### src/rtl/axis_arb_pkg.sv
// Shared types, default configuration and width helpers for the AXI-Stream
// round-robin packet arbiter.
package axis_arb_pkg;

    localparam int DEF_WORD_W = 8;
    localparam int DEF_BUS_W  = 8;
    localparam int DEF_N_S    = 4;
    localparam int DEF_CNT_W  = 16;

    function automatic int calc_words_per_beat(input int bus_w, input int word_w);
        return bus_w / word_w;
    endfunction

    // A single-source arbiter still needs a 1-bit grant/tdest field.
    function automatic int calc_grant_w(input int n_s);
        return (n_s > 1) ? $clog2(n_s) : 1;
    endfunction

    localparam int WORDS_PER_BEAT = calc_words_per_beat(DEF_BUS_W, DEF_WORD_W);
    localparam int GRANT_W        = calc_grant_w(DEF_N_S);

    typedef logic [WORDS_PER_BEAT-1:0][DEF_WORD_W-1:0] beat_t;

    typedef enum logic {
        IDLE = 1'b0,
        BUSY = 1'b1
    } state_t;

endpackage

### src/rtl/axis_rr_arbiter_rr_picker.sv
// Combinational round-robin search: first asserted request at or after ptr,
// wrapping modulo N_S.
module rr_picker #(
    parameter int N_S     = 4,
    parameter int GRANT_W = 2
) (
    input  logic [N_S-1:0]     req,
    input  logic [GRANT_W-1:0] ptr,
    output logic               found,
    output logic [GRANT_W-1:0] idx
);

    logic [GRANT_W-1:0] cand;

    // NOTE: every variable written here gets a default first, so no path can infer a latch.
    always_comb begin
        found = 1'b0;
        idx   = ptr;
        cand  = ptr;
        for (int i = 0; i < N_S; i++) begin
            cand = (int'(ptr) + i >= N_S) ? GRANT_W'(int'(ptr) + i - N_S)
                                          : GRANT_W'(int'(ptr) + i);
            if (!found && req[cand]) begin
                found = 1'b1;
                idx   = cand;
            end
        end
    end

endmodule

### src/rtl/axis_rr_arbiter.sv
// Shares one AXI-Stream output between N_S sources, one whole packet at a time,
// with round-robin fairness and a combinational data mux on the granted port.
module axis_rr_arbiter
    import axis_arb_pkg::*;
#(
    parameter int  WORD_W         = DEF_WORD_W,
    parameter int  BUS_W          = DEF_BUS_W,
    parameter int  N_S            = DEF_N_S,
    parameter int  CNT_W          = DEF_CNT_W,
    localparam int WORDS_PER_BEAT = calc_words_per_beat(BUS_W, WORD_W),
    localparam int GRANT_W        = calc_grant_w(N_S)
) (
    input  logic                                         clk,
    input  logic                                         rstn,
    input  logic [N_S-1:0]                               s_valid,
    output logic [N_S-1:0]                               s_ready,
    input  logic [N_S-1:0][WORDS_PER_BEAT-1:0][WORD_W-1:0] s_data,
    input  logic [N_S-1:0][WORDS_PER_BEAT-1:0]           s_keep,
    input  logic [N_S-1:0]                               s_last,
    output logic                                         m_valid,
    input  logic                                         m_ready,
    output logic [WORDS_PER_BEAT-1:0][WORD_W-1:0]        m_data,
    output logic [WORDS_PER_BEAT-1:0]                    m_keep,
    output logic                                         m_last,
    output logic [GRANT_W-1:0]                           m_sel,
    output logic                                         busy,
    output logic [CNT_W-1:0]                             pkt_beats,
    output logic [CNT_W-1:0]                             pkt_count
);

    state_t             state_q, state_d;
    logic [GRANT_W-1:0] grant_q, grant_d;
    logic [GRANT_W-1:0] ptr_q, ptr_d;
    logic [CNT_W-1:0]   pkt_beats_q, pkt_beats_d;
    logic [CNT_W-1:0]   pkt_count_q, pkt_count_d;

    logic               pick_found;
    logic [GRANT_W-1:0] pick_idx;
    logic               beat_fire;
    logic               pkt_end;

    rr_picker #(
        .N_S     (N_S),
        .GRANT_W (GRANT_W)
    ) u_picker (
        .req   (s_valid),
        .ptr   (ptr_q),
        .found (pick_found),
        .idx   (pick_idx)
    );

    // Only the granted port sees m_ready; the others are held off even when valid.
    always_comb begin
        s_ready = '0;
        m_valid = 1'b0;
        m_data  = 'x;
        m_keep  = 'x;
        m_last  = 1'bx;
        if (state_q == BUSY) begin
            m_valid          = s_valid[grant_q];
            m_data           = s_data[grant_q];
            m_keep           = s_keep[grant_q];
            m_last           = s_last[grant_q];
            s_ready[grant_q] = m_ready;
        end
    end

    assign beat_fire = m_valid & m_ready;
    assign pkt_end   = beat_fire & m_last;

    always_comb begin
        state_d     = state_q;
        grant_d     = grant_q;
        ptr_d       = ptr_q;
        pkt_beats_d = pkt_beats_q;
        pkt_count_d = pkt_count_q;
        case (state_q)
            IDLE: begin
                if (pick_found) begin
                    state_d     = BUSY;
                    grant_d     = pick_idx;
                    pkt_beats_d = '0;
                end
            end
            BUSY: begin
                if (pkt_end) begin
                    state_d     = IDLE;
                    ptr_d       = (grant_q == GRANT_W'(N_S - 1)) ? '0 : grant_q + 1'b1;
                    pkt_count_d = pkt_count_q + 1'b1;
                    pkt_beats_d = '0;
                end else if (beat_fire && (pkt_beats_q != '1)) begin
                    pkt_beats_d = pkt_beats_q + 1'b1;
                end
            end
        endcase
    end

    // NOTE: sequential state uses non-blocking assignments only, so every flop samples pre-edge values.
    always_ff @(posedge clk) begin
        if (!rstn) begin
            state_q     <= IDLE;
            grant_q     <= '0;
            ptr_q       <= '0;
            pkt_beats_q <= '0;
            pkt_count_q <= '0;
        end else begin
            state_q     <= state_d;
            grant_q     <= grant_d;
            ptr_q       <= ptr_d;
            pkt_beats_q <= pkt_beats_d;
            pkt_count_q <= pkt_count_d;
        end
    end

    assign busy      = (state_q == BUSY);
    assign m_sel     = grant_q;
    assign pkt_beats = pkt_beats_q;
    assign pkt_count = pkt_count_q;

endmodule
### config.mk
export PLATFORM = sky130hd
export DESIGN_NAME = axis_rr_arbiter
export DESIGN_NICKNAME = d
export VERILOG_FILES = /design/src/rtl/axis_arb_pkg.sv /design/src/rtl/axis_rr_arbiter_rr_picker.sv /design/src/rtl/axis_rr_arbiter.sv
export SDC_FILE = /design/constraint.sdc
export NUM_CORES = 1
export LEC_CHECK = 0
export BUFFER_PORTS_ARGS = -buffer_cell sky130_fd_sc_hd__buf_2
export CORE_MARGIN = 4
export CORE_UTILIZATION = 43
export CTS_CLUSTER_SIZE = 14
export DETAILED_ROUTE_END_ITERATION = 12
export PLACE_DENSITY = 0.77
export SYNTH_ARGS = -nofsm -noshare
export SYNTH_HDL_FRONTEND = slang
export SYNTH_SLANG_ARGS = --single-unit
### constraint.sdc
create_clock -name clk -period 2.2 [get_ports clk]
set_clock_uncertainty 0.05 [all_clocks]
set_input_delay 0.44 -clock clk [delete_from_list [all_inputs] [get_ports clk]]
set_output_delay 0.44 -clock clk [all_outputs]
set_load 0.01 [all_outputs]
==> reports/metrics.yaml <==
synthesis:
  synth_top_area_share_pct: 33.98
  yosysSeqAreaShare_pct: 33.98
  avgSynthCellArea_um2: 9.158
  synth_edf_count: 0
  synth_area_leaders: "dfxtp_1 (34%), mux4_2 (10%), xnor2_1 (4.0%)"
  synth_area_um2: 2180
  synth-async-reset-ratio_pct: 0
  synth.distinct_cells: 51
  synthCells: 238
  synth_top_cell_by_area: "dfxtp_1"
  yosys_warnings: 0
  synth-main-ff-cell: "dfxtp_1"
  ys_ff_latch: 37
  synth_fp_nets: 291
cells_and_area:
  fin_nets: 405
  final_cells: 419
  layout-drive-gt1-share_pct: 40.63
  area_growth_pct: 35.71
  n_antenna_cell: 0
global_routing:
  overflow: 0
  use_met2_pct: 34.09
  gr-max-usage-layer: "met2"
  antenna_found_initial: 0
  grt_max_degree: 24
  gr-usage-all-layers_pct: 20.57
  grt_util_met3_pct: 5.896
  grt_pass1_vias: 2204
  grt_first_pass_wirelength_um: 10320
  met1_usage_pct: 26.31
floorplanning:
  io_pins: 97
  die_w_um: 79.20
  die_area_um2: 6272
  die_h_um: 79.20
  start_util_pct: 45.25
  rows: 25
  core_um2: 4817
power:
  cellPowerDensity_nw_per_um2: 488.9
  ir_worst_vdd_uv: 351.1
  p_leak_nw: 1.252
  power_mw: 1.446
clocking:
  cts_root_buf: "clkbuf_8"
  cts_buffer_depth: 2
  cts_sinks: 37
  cts_made_buffers: 5
  cts_tree: "built"
  clk_latency_ns: 0.29
  clkSlewWorstSetupHoldPaths_ns: 0.07
  cts_hold_buf: 0
  h-tree-depth: 2
routing:
  drt_iter0_markers: 109
  via_per_inst: 5.453
  vias: 2285
  drt_pass1_iterations: 4
  ant_nets: 0
  wl_um: 6205
  post_drt_wl_per_cell_um: 14.81
  drc: 0
place:
  gp_congestion: 0.8760
  dp.cells: 412
  port_buffers: 96
  dp_hpwl_um: 4895
outcome:
  status: "finished, final reports clean"
timing:
  rsz0062_at_grt: "false"
  whs_ns: 0.4226
  timing.final.crit_share_pct: 95.26
  max_slew.worst_pin.slew_ns: 0.3917
  period_needed_ns: 2.096
  fin_setup_tns_ns: 0
  finalMaxSlewViolations: 0
  slew_headroom_pct: 73.65
  fmax_ghz: 0.4771
  hold_viol: 0
  setup_violations: 0
critical_path:
  cp-start-kind: "flip-flop"
  critPathArrivalTime_ns: 1.61
  path_class: "flip-flop to primary output"
  cp.required_ns: 1.71
  endpoint_kind: "primary output"
  worstPathMaxFanout: 5
flow_run:
  drv_cap: 0
worst_hold_path:
  hp-class: "input port to flip-flop"
-- power breakdown --
part	internal, mW	leakage (nW)	switching (mW)
Combinational	0.141	0.909	0.133
Sequential	0.676	0.299	0.00807
Clock	0.247	0.0433	0.240
-- path summary, 6_finish.rpt --
path / slack, ns / to / startpoint / depth (start not counted)
max reg2reg: 0.13 / pkt_beats[15]$_SDFFE_PN0P_ / m_sel[0]$_SDFFE_PN0P_ / 5
max: 0.10 / m_valid / m_sel[0]$_SDFFE_PN0P_ / 3
min reg2reg: 0.45 / pkt_beats[15]$_SDFFE_PN0P_ / pkt_beats[15]$_SDFFE_PN0P_ / 1
min: 0.42 / pkt_beats[10]$_SDFFE_PN0P_ / rstn / 2
-- per-layer routing --
layer  vias to the layer above  part of all wire [%]  routed length [um]
li1                       1131                     -                   -
met2                        58                    51                3161
met4                         0                  0.84                  52
met3                         8                   4.5                 282
met1                      1088                    44                2709
met5                         -                     0                   0
-- area by class of cell --
type                       count  area (um2)
sequential                    37       742.0
clock buffer                   6       82.58
tap                           67       83.83
fill                         471        1859
clock inverter                 1       7.507
inverter                       9       33.78
timing repair buffer         116       646.9
multi-input combinational    183        1361
-- flip-flops by register name, indices dropped and copies added, names as in the netlist --
signal,flops
m_sel,2
ptr_q,2
busy,1
pkt_count,16
pkt_beats,16
-- Yosys cell counts, types with 2 or more instances --
cell,count
buf_2,2
o211ai_1,8
inv_1,9
and2_1,3
and4_1,2
dfxtp_1,37
or3_1,5
o311ai_0,2
a211oi_1,2
nor2_1,20
mux2i_1,2
a21oi_1,11
nor4_1,4
xnor2_1,10
mux4_2,10
ha_1,6
or2_2,3
xor2_1,2
nand4_1,5
o31ai_1,8
o21ai_0,3
clkbuf_1,5
nor3_1,12
nand3_1,15
and3_1,6
nand2_1,18
o31a_1,3
nor2b_1,2
-- logic make-up after synthesis --
group	after synthesis	synth area share, %
fa+ha+maj	6	3.444
compound gates	51	17.97
buf+inv	18	3.559
mux	13	12.46
simple gates	101	23.77
xor+xnor	12	4.822
flops	37	33.98
-- what timing repair did --
item	in CTS	in global routing
buffers inserted	0	0
gates resized for setup	2	0
endpoints found under the setup margin	8	0
-- worst max-delay path, cell delays in order, from the launching register on --
cell and delay (ns):
dfxtp_2 0.40, mux4_2 0.59, and2_1 0.19, buf_2 0.13
-- placed cells by master (no fill, tap or decap), drive strengths merged, types with 6 or more instances in the layout --
cell / n
a21oi: 11
ha: 6
inv: 9
nor2: 21
buf: 116
nand3: 16
dfxtp: 37
o31ai: 8
clkbuf: 6
mux4: 11
nand2: 18
o211ai: 8
and3: 6
xnor2: 10
nor3: 12
-- through the flow --
step                      setup slack, ns  util, %  cell area [um2]
after detailed placement          0.01972    59.43             2863
after global placement            0.06908    59.43             2863
after CTS                         0.08663    61.40             2958
after floorplan                  0.008737        -             2180
after global routing              0.02084    61.40             2958
final                              0.1042    61.40             2958
(Power assumes the default switching activity.)
